[config.mk]
export PLATFORM = sky130hd
export DESIGN_NAME = aes_req_scheduler
export DESIGN_NICKNAME = d
export VERILOG_FILES = /design/src/rtl/aes_sched_pkg.sv /design/src/rtl/aes_sched_fifo.sv /design/src/rtl/aes_req_scheduler.sv
export SDC_FILE = /design/constraint.sdc
export NUM_CORES = 2
export LEC_CHECK = 0
export CELL_PAD_IN_SITES_DETAIL_PLACEMENT = 2
export CELL_PAD_IN_SITES_GLOBAL_PLACEMENT = 2
export CORE_MARGIN = 3
export CORE_UTILIZATION = 30
export DETAILED_ROUTE_END_ITERATION = 12
export DONT_BUFFER_PORTS = 1
export GPL_TIMING_DRIVEN = 1
export MAX_ROUTING_LAYER = met4
export PLACE_DENSITY_LB_ADDON = 0.3
export SLEW_MARGIN = 20
export SYNTH_ARGS = -nofsm -noshare
export SYNTH_HDL_FRONTEND = slang
export SYNTH_HIERARCHICAL = 1
export SYNTH_SLANG_ARGS = --single-unit
[constraint.sdc]
create_clock -name clk -period 20.1 [get_ports clk]
set_input_delay 2.01 -clock clk [delete_from_list [all_inputs] [get_ports clk]]
set_output_delay 2.01 -clock clk [all_outputs]
set_load 0.02 [all_outputs]
[src/rtl/aes_sched_pkg.sv]
// Shared types and constants for the AES request scheduler.
package aes_sched_pkg;

  // Block width of the AES core; the result struct is built with this width.
  localparam int DEFAULT_DATA_W = 128;

  // Requester id width (two requesters).
  localparam int SRC_W = 1;

  // One captured core result, tagged with the requester it belongs to.
  typedef struct packed {
    logic [SRC_W-1:0]          src;
    logic [DEFAULT_DATA_W-1:0] data;
  } result_t;

  // One stage of the in-flight tag delay line.
  typedef struct packed {
    logic             valid;
    logic [SRC_W-1:0] src;
  } tag_t;

endpackage

[src/rtl/aes_sched_fifo.sv]
// Synchronous FIFO of tagged AES results. Pointers carry an extra wrap bit so
// full and empty are told apart without a separate counter register.
module aes_sched_fifo
  import aes_sched_pkg::*;
#(
  parameter int  DEPTH = 16,
  localparam int AW    = (DEPTH > 1) ? $clog2(DEPTH) : 1,
  localparam int CW    = $clog2(DEPTH + 1)
) (
  input  logic          clk,
  input  logic          rst_n,
  input  logic          push,
  input  result_t       wdata,
  input  logic          pop,
  output result_t       rdata,
  output logic          full,
  output logic          empty,
  output logic [CW-1:0] count
);

  logic [AW-1:0] wr_idx;
  logic [AW-1:0] rd_idx;
  logic          wr_wrap;
  logic          rd_wrap;
  logic          do_push;
  logic          do_pop;
  result_t       mem [DEPTH];

  // Step an index through 0..DEPTH-1, toggling the wrap bit on rollover.
  function automatic logic [AW:0] advance(input logic [AW-1:0] idx, input logic wrap);
    if (idx == AW'(DEPTH - 1)) return {~wrap, AW'(0)};
    else                       return {wrap, idx + AW'(1)};
  endfunction

  assign empty = (wr_idx == rd_idx) && (wr_wrap == rd_wrap);
  assign full  = (wr_idx == rd_idx) && (wr_wrap != rd_wrap);

  // A pop frees the head slot at the same edge, so push+pop is legal when full.
  assign do_pop  = pop && !empty;
  assign do_push = push && (!full || do_pop);

  // Advance read and write pointers.
  always_ff @(posedge clk or negedge rst_n) begin
    // NOTE: sequential state uses non-blocking assignments so every register
    // samples pre-edge values regardless of block evaluation order.
    if (!rst_n) begin
      wr_idx  <= '0;
      wr_wrap <= 1'b0;
      rd_idx  <= '0;
      rd_wrap <= 1'b0;
    end else begin
      if (do_push) {wr_wrap, wr_idx} <= advance(wr_idx, wr_wrap);
      if (do_pop)  {rd_wrap, rd_idx} <= advance(rd_idx, rd_wrap);
    end
  end

  // Write the storage array.
  // NOTE: the data array has no reset; pointers alone define which entries
  // are live, and resetting wide storage would only add reset fan-out.
  always_ff @(posedge clk) begin
    if (do_push) mem[wr_idx] <= wdata;
  end

  assign rdata = mem[rd_idx];

  // Derive the fill level from the pointer pair.
  always_comb begin
    // NOTE: default assigned first so no path leaves count unassigned (no latch).
    count = '0;
    if (wr_wrap == rd_wrap) count = CW'(wr_idx) - CW'(rd_idx);
    else                    count = CW'(DEPTH) - CW'(rd_idx) + CW'(wr_idx);
  end

  // A push into a full FIFO without a simultaneous pop would drop a result.
  assert property (@(posedge clk) disable iff (!rst_n) !(push && full && !pop))
    else $error("aes_sched_fifo: push while full");

endmodule

[src/rtl/aes_req_scheduler.sv]
// Shares one fixed-latency AES core between two requesters: round-robin grant,
// registered core input, source-tag delay line, and a credit-limited result
// FIFO returned on a tagged valid/ready stream.
module aes_req_scheduler
  import aes_sched_pkg::*;
#(
  parameter int  DATA_W    = DEFAULT_DATA_W,  // must equal DEFAULT_DATA_W
  parameter int  LATENCY   = 10,              // 1..64
  parameter int  OUT_DEPTH = 16,              // >= 1
  localparam int OCC_W     = $clog2(OUT_DEPTH + 1)
) (
  input  logic              clk,
  input  logic              rst_n,
  input  logic              s0_valid,
  output logic              s0_ready,
  input  logic [DATA_W-1:0] s0_data,
  input  logic              s1_valid,
  output logic              s1_ready,
  input  logic [DATA_W-1:0] s1_data,
  output logic [DATA_W-1:0] core_in,
  input  logic [DATA_W-1:0] core_out,
  output logic              m_valid,
  input  logic              m_ready,
  output logic [DATA_W-1:0] m_data,
  output logic              m_src,
  output logic [OCC_W-1:0]  occupancy
);

  logic             grant0;
  logic             grant1;
  logic             issue;
  logic             grant_id;
  logic             last_grant;
  logic             can_issue;
  logic             pop;
  tag_t             tag_line [LATENCY];
  result_t          fifo_wdata;
  result_t          fifo_rdata;
  logic             fifo_full;
  logic             fifo_empty;
  logic [OCC_W-1:0] fifo_count;

  // Credits cover both in-flight and buffered blocks, so the FIFO can never
  // be asked to hold more than it has room for.
  assign can_issue = occupancy < OCC_W'(OUT_DEPTH);

  // Round-robin grant: a lone requester wins, a tie goes to the one not served last.
  always_comb begin
    grant0 = 1'b0;
    grant1 = 1'b0;
    if (can_issue) begin
      if (s0_valid && s1_valid) begin
        grant0 = last_grant;
        grant1 = !last_grant;
      end else begin
        grant0 = s0_valid;
        grant1 = s1_valid;
      end
    end
  end

  assign issue    = grant0 || grant1;
  assign grant_id = grant1;
  assign s0_ready = grant0;
  assign s1_ready = grant1;

  // Load the core input register and remember who was served; last_grant
  // resets to 1 so requester 0 wins the first tie.
  always_ff @(posedge clk or negedge rst_n) begin
    if (!rst_n) begin
      core_in    <= '0;
      last_grant <= 1'b1;
    end else if (issue) begin
      core_in    <= grant_id ? s1_data : s0_data;
      last_grant <= grant_id;
    end
  end

  // Tag delay line: shifts every cycle, matching the core's fixed latency.
  always_ff @(posedge clk or negedge rst_n) begin
    if (!rst_n) begin
      for (int i = 0; i < LATENCY; i++) tag_line[i] <= '0;
    end else begin
      tag_line[0] <= '{valid: issue, src: grant_id};
      for (int i = 1; i < LATENCY; i++) tag_line[i] <= tag_line[i-1];
    end
  end

  assign fifo_wdata = '{src: tag_line[LATENCY-1].src, data: core_out};
  assign pop        = m_valid && m_ready;

  aes_sched_fifo #(
    .DEPTH (OUT_DEPTH)
  ) u_fifo (
    .clk   (clk),
    .rst_n (rst_n),
    .push  (tag_line[LATENCY-1].valid),
    .wdata (fifo_wdata),
    .pop   (pop),
    .rdata (fifo_rdata),
    .full  (fifo_full),
    .empty (fifo_empty),
    .count (fifo_count)
  );

  // Credit counter: +1 per issue, -1 per delivered result.
  always_ff @(posedge clk or negedge rst_n) begin
    if (!rst_n) begin
      occupancy <= '0;
    end else begin
      case ({issue, pop})
        2'b10:   occupancy <= occupancy + OCC_W'(1);
        2'b01:   occupancy <= occupancy - OCC_W'(1);
        default: occupancy <= occupancy;
      endcase
    end
  end

  // Head of FIFO is presented directly; outputs read as zero while empty.
  assign m_valid = !fifo_empty;
  assign m_data  = fifo_empty ? '0 : fifo_rdata.data;
  assign m_src   = fifo_empty ? 1'b0 : fifo_rdata.src[0];

  // Buffered results are a subset of the credits in use.
  assert property (@(posedge clk) disable iff (!rst_n)
    (occupancy <= OCC_W'(OUT_DEPTH)) && (fifo_count <= occupancy))
    else $error("aes_req_scheduler: occupancy out of range");

  assert property (@(posedge clk) disable iff (!rst_n)
    fifo_full |-> (occupancy == OCC_W'(OUT_DEPTH)))
    else $error("aes_req_scheduler: FIFO full without all credits used");

endmodule
# Yosys cells after proc, flatten, opt, wreduce, memory -nomap -nowiden
# Memory sizes are Yosys's and may differ from the RTL's.
# Cells that the tools add are included.
[word_totals]
reg_bits = 164
mem_bits_rw = 2064
inputBits = 389
output_inout_bits = 265
mem_count = 1
[op_classes]
n_addsub = 4
magnitude_cmp = 1
n_eq_ne = 7
mux = 12
bitwise_logic = 2
reduce_logical = 14
[mem_list]
columns = ["memory", "depth", "width", "read_ports", "rd_ports_with_merged_regs", "write_ports", "line", "rtl"]
rows = [
  ["u_fifo.mem", 16, 129, 1, 0, 1, "aes_sched_fifo.sv:27", "result_t mem [DEPTH];"],
]
[op_table]
columns = ["cell", "count"]
rows = [
  ["128-bit two-way mux", 2],
  ["5-bit one-hot mux with 2 select lines", 1],
  ["4-bit by 1-bit adder with 4-bit output, second input constant", 2],
  ["4-bit equality test, second input constant", 2],
  ["4-bit two-way mux", 2],
  ["1-bit two-way mux", 7],
  ["1-bit logical AND", 6],
  ["5-bit by 1-bit adder with 5-bit output, second input constant", 1],
  ["5-bit less-than comparator, second input constant", 1],
  ["5-bit by 1-bit subtractor with 5-bit output, second input constant", 1],
  ["4-bit equality test", 1],
  ["2-bit AND reduction", 2],
  ["1-bit zero test", 3],
  ["2-bit by 1-bit equality test with 1-bit output, second input constant", 1],
  ["2-bit equality test, second input constant", 1],
  ["1-bit logical OR", 2],
  ["1-bit inverter", 2],
  ["2-bit nonzero test", 1],
  ["1-bit equality test", 1],
  ["1-bit inequality test", 1],
]

# Longest topological paths before layout
[depth]
depth_word = 9
mapped_depth = 16
mapped_depth_nobuf = 12

# Cells and area by module
# The synthesis kept the hierarchy.
[modules_own_cells]
columns = ["mod", "instances", "cells_per_inst", "area_each_um2"]
rows = [
  ["aes_sched_fifo", 1, 3237, 77773.3],
  ["aes_req_scheduler", 1, 764, 7634.8],
]

# Worst setup path after synthesis
# OpenSTA, ideal clock, no wires.
[synth_path]
path_type = "input to register"
start = "input m_ready"
end = "memory u_fifo/mem[3][0] in the netlist's numbering (enable)"
t_arrival_ns = 14.722
t_required_ns = 19.166
path_slack_ns = 4.444
stages = 3
path_buffers = 0
path_cell_list = "nor2b_1 > o31ai_4 > nor4_1"
[synth_via]
elab_chain_cells = 6
[synth_rtl]
columns = ["item", "line", "rtl"]
rows = [
  ["start, declared", "aes_req_scheduler.sv:23", "input logic m_ready,"],
  ["1-bit logical AND", "aes_req_scheduler.sv:90", "assign pop = m_valid && m_ready;"],
  ["1-bit logical AND", "aes_sched_fifo.sv:39", "assign do_pop = pop && !empty;"],
  ["1-bit logical OR", "aes_sched_fifo.sv:40", "assign do_push = push && (!full || do_pop);"],
  ["1-bit logical AND", "aes_sched_fifo.sv:40", ""],
  ["1-bit two-way mux", "aes_sched_fifo.sv:61", "if (do_push) mem[wr_idx] <= wdata;"],
  ["1-bit two-way mux (not written as such)", "aes_sched_fifo.sv:61", ""],
  ["end, declared", "aes_sched_fifo.sv:27", ""],
]
# Every way passes these cells.

==> results.cfg <==
[status]
status = finished clean

[worst_setup_path]
worstPathArrival_ns = 5.78
worst_r2r_path_depth = 11
slowest_delay_ns = 0.92
slowest_stage = buf_4
worst-setup-path-type = reg2out
cp-endpoint = m_data[125]
crit_start = u_fifo/rd_idx[1]$_DFFE_PN0P_
cp_num_buf_inv = 3
start_kind = flop
required_ns = 18.09
cp_common_cell = buf_4
crit_path_max_fanout = 68
r2r-start = u_fifo/rd_idx[1]$_DFFE_PN0P_
path_depth = 7
critical-path-top-delay-family = buffers and inverters
reg2reg_slack_ns = 14.99
crit_path_end_kind = output pin
cp_cell_sequence = buf_4 -> buf_4 -> buf_4 -> mux4_2 -> a22oi_1 -> nand2_1 -> nor2b_1
r2r-end = u_fifo/mem[11][67]$_DFFE_PP_

[layout]
syn_to_final_growth_pct = 14.5
layoutNonFillerInstCount = 8069
nNetsFinal = 4509
seqCellArea_um2 = 66100
multi_input_area_um2 = 18200
drive_gt1_share_pct = 22.8
fillerInstances = 27500

[sta]
setup_violations = 0
worstMarginPinSlew_ns = 1.37
slew_viol_final = 0
rsz0062_at_grt = no
slew_headroom_pct = 6.14
period_share_pct = 38.7
min_period_ns = 7.79
hold_violations = 0
fmax_ghz = 0.128
setup_ws_ns = 12.31
fin_setup_tns_ns = 0
hold_ws_ns = 0.342
skew_ns = 0.0736

[min_path]
worst_hold_path_type = reg2reg

[power]
swShare_pct = 34.5
leakagePower_nw = 30.9
power_w = 0.0150
seqPwrFrac_pct = 41.3
p_int_w = 0.00986
clkPwrFrac_pct = 29.3
power.density_nw_per_um2 = 154
combinationalPowerShare_pct = 29.4
irDropWorstVdd_mv = 0.109
p_switching_w = 0.00519

[route]
num_vias = 41300
routed_wirelength_mm = 261
drtPass1Iterations = 7
viasPerCell = 5.12
ant_nets = 0
drc = 0
post_drt_wl_per_cell_um = 32.4
drt_iter0_drc = 2970

[global_routing]
grt_pass1_vias = 46400
grt_usage_pct = 18.2
antenna_found_initial = 52
overflow = 0
grt_pass1_wl_mm = 369
grt_max_degree = 203

[placement]
post-place-ws_ns = 13.09
gp_congestion = 1.12
place_inst = 7603
dp_hpwl_mm = 151
numPortBuffers = 0

[synth]
syn-mean-instance-area_um2 = 21.4
ys_warn_count = 6
synth_area_um2 = 85300
syn_nets = 4393
syn-instance-count = 3990

[clocking]
clockRootBuffer = clkbuf_16
postCtsSetupRepairBufs = 0
cts-resized-gates = 0
htree_levels = 4
cts_tree = done
clk_pin_slew_ns = 0.06
postCtsHoldBufs = 0
cts_sinks = 2228
worstSkewPairLatency_ns = 0.92
clk_path_buf_depth = 4
numCtsBuffers = 243

[job]
maxCapViolCount = 0

[floorplan]
placementRows = 195
fp.dieW_um = 539
start_util_pct = 30.2
ios = 654
die_y_um = 539
fp.coreArea_um2 = 283000
die_area_um2 = 291000
how the worst min path moves through the flow:
stage / startpoint / end / slack (ns) / cells past startpoint
after global routing: tag_line[4]$_DFF_PN0_ / tag_line[2]$_DFF_PN0_ / 0.35 / 0
final: tag_line[13]$_DFF_PN0_ / tag_line[11]$_DFF_PN0_ / 0.34 / 0
after global placement: tag_line[17]$_DFF_PN0_ / tag_line[15]$_DFF_PN0_ / 0.33 / 0
after detailed placement: tag_line[11]$_DFF_PN0_ / tag_line[9]$_DFF_PN0_ / 0.34 / 0
after floorplan: tag_line[2]$_DFF_PN0_ / fifo_wdata[128]$_DFF_PN0_ / 0.33 / 0
after CTS: tag_line[13]$_DFF_PN0_ / tag_line[11]$_DFF_PN0_ / 0.34 / 0
layout make-up:
cell class | instances | share of cell area, %
Timing Repair Buffer | 101 | 0.872
Clock inverter | 128 | 1.34
Antenna cell | 23 | 0.0589
Inverter | 15 | 0.0576
Multi-Input combinational cell | 1517 | 18.6
Tap cell | 3743 | 4.79
Sequential cell | 2228 | 67.6
Clock buffer | 314 | 6.66
flip-flops by register name (all words and copies together), names as in the netlist:
| signal | cells |
|---|---|
| u_fifo/rd_idx | 4 |
| u_fifo/mem | 2064 |
| u_fifo/wr_idx | 4 |
| u_fifo/wr_wrap | 1 |
| core_in | 128 |
| fifo_wdata | 1 |
| last_grant | 1 |
| u_fifo/rd_wrap | 1 |
| tag_line | 19 |
| occupancy | 5 |
placed cells by master (no fill, tap or decap), drive strengths merged, types with 11 or more instances in the layout:
cell,instances
a22oi,258
buf,101
bufinv,21
clkbuf,314
clkinv,90
clkinvlp,11
dfrtp,163
diode,23
edfxtp,2064
ha,13
inv,21
mux2i,129
mux4,516
nand2,265
nor2,15
nor2b,132
o21ai,134
per-layer routing:
metal,track usage (%),part of all wire (%),up-vias
li1,-,-,16800
met1,20.9,38,22800
met2,30.7,51,1292
met3,5.11,7.6,393
met4,5.97,3.4,0
met5,-,0,-
metrics by stage:
stage                     utilization [%]  cell area (µm²)
after floorplan                         -            85300
after global placement               31.8            89800
after detailed placement             31.8            89800
after CTS                            34.6            97600
after global routing                 34.6            97700
final                                34.6            97700
power by group through the flow:
| stage | logic [W] | registers (W) | clock network (W) |
|---|---|---|---|
| global placement | 0.00450 | 0.00628 | 0 |
| CTS | 0.00458 | 0.00622 | 0.00455 |
| global route | 0.00479 | 0.00627 | 0.00472 |
| floorplan | 0.00318 | 0.00621 | 0 |
| detailed placement | 0.00456 | 0.00631 | 0 |
| finish | 0.00443 | 0.00621 | 0.00441 |
Power figures use the tool's default switching activity.
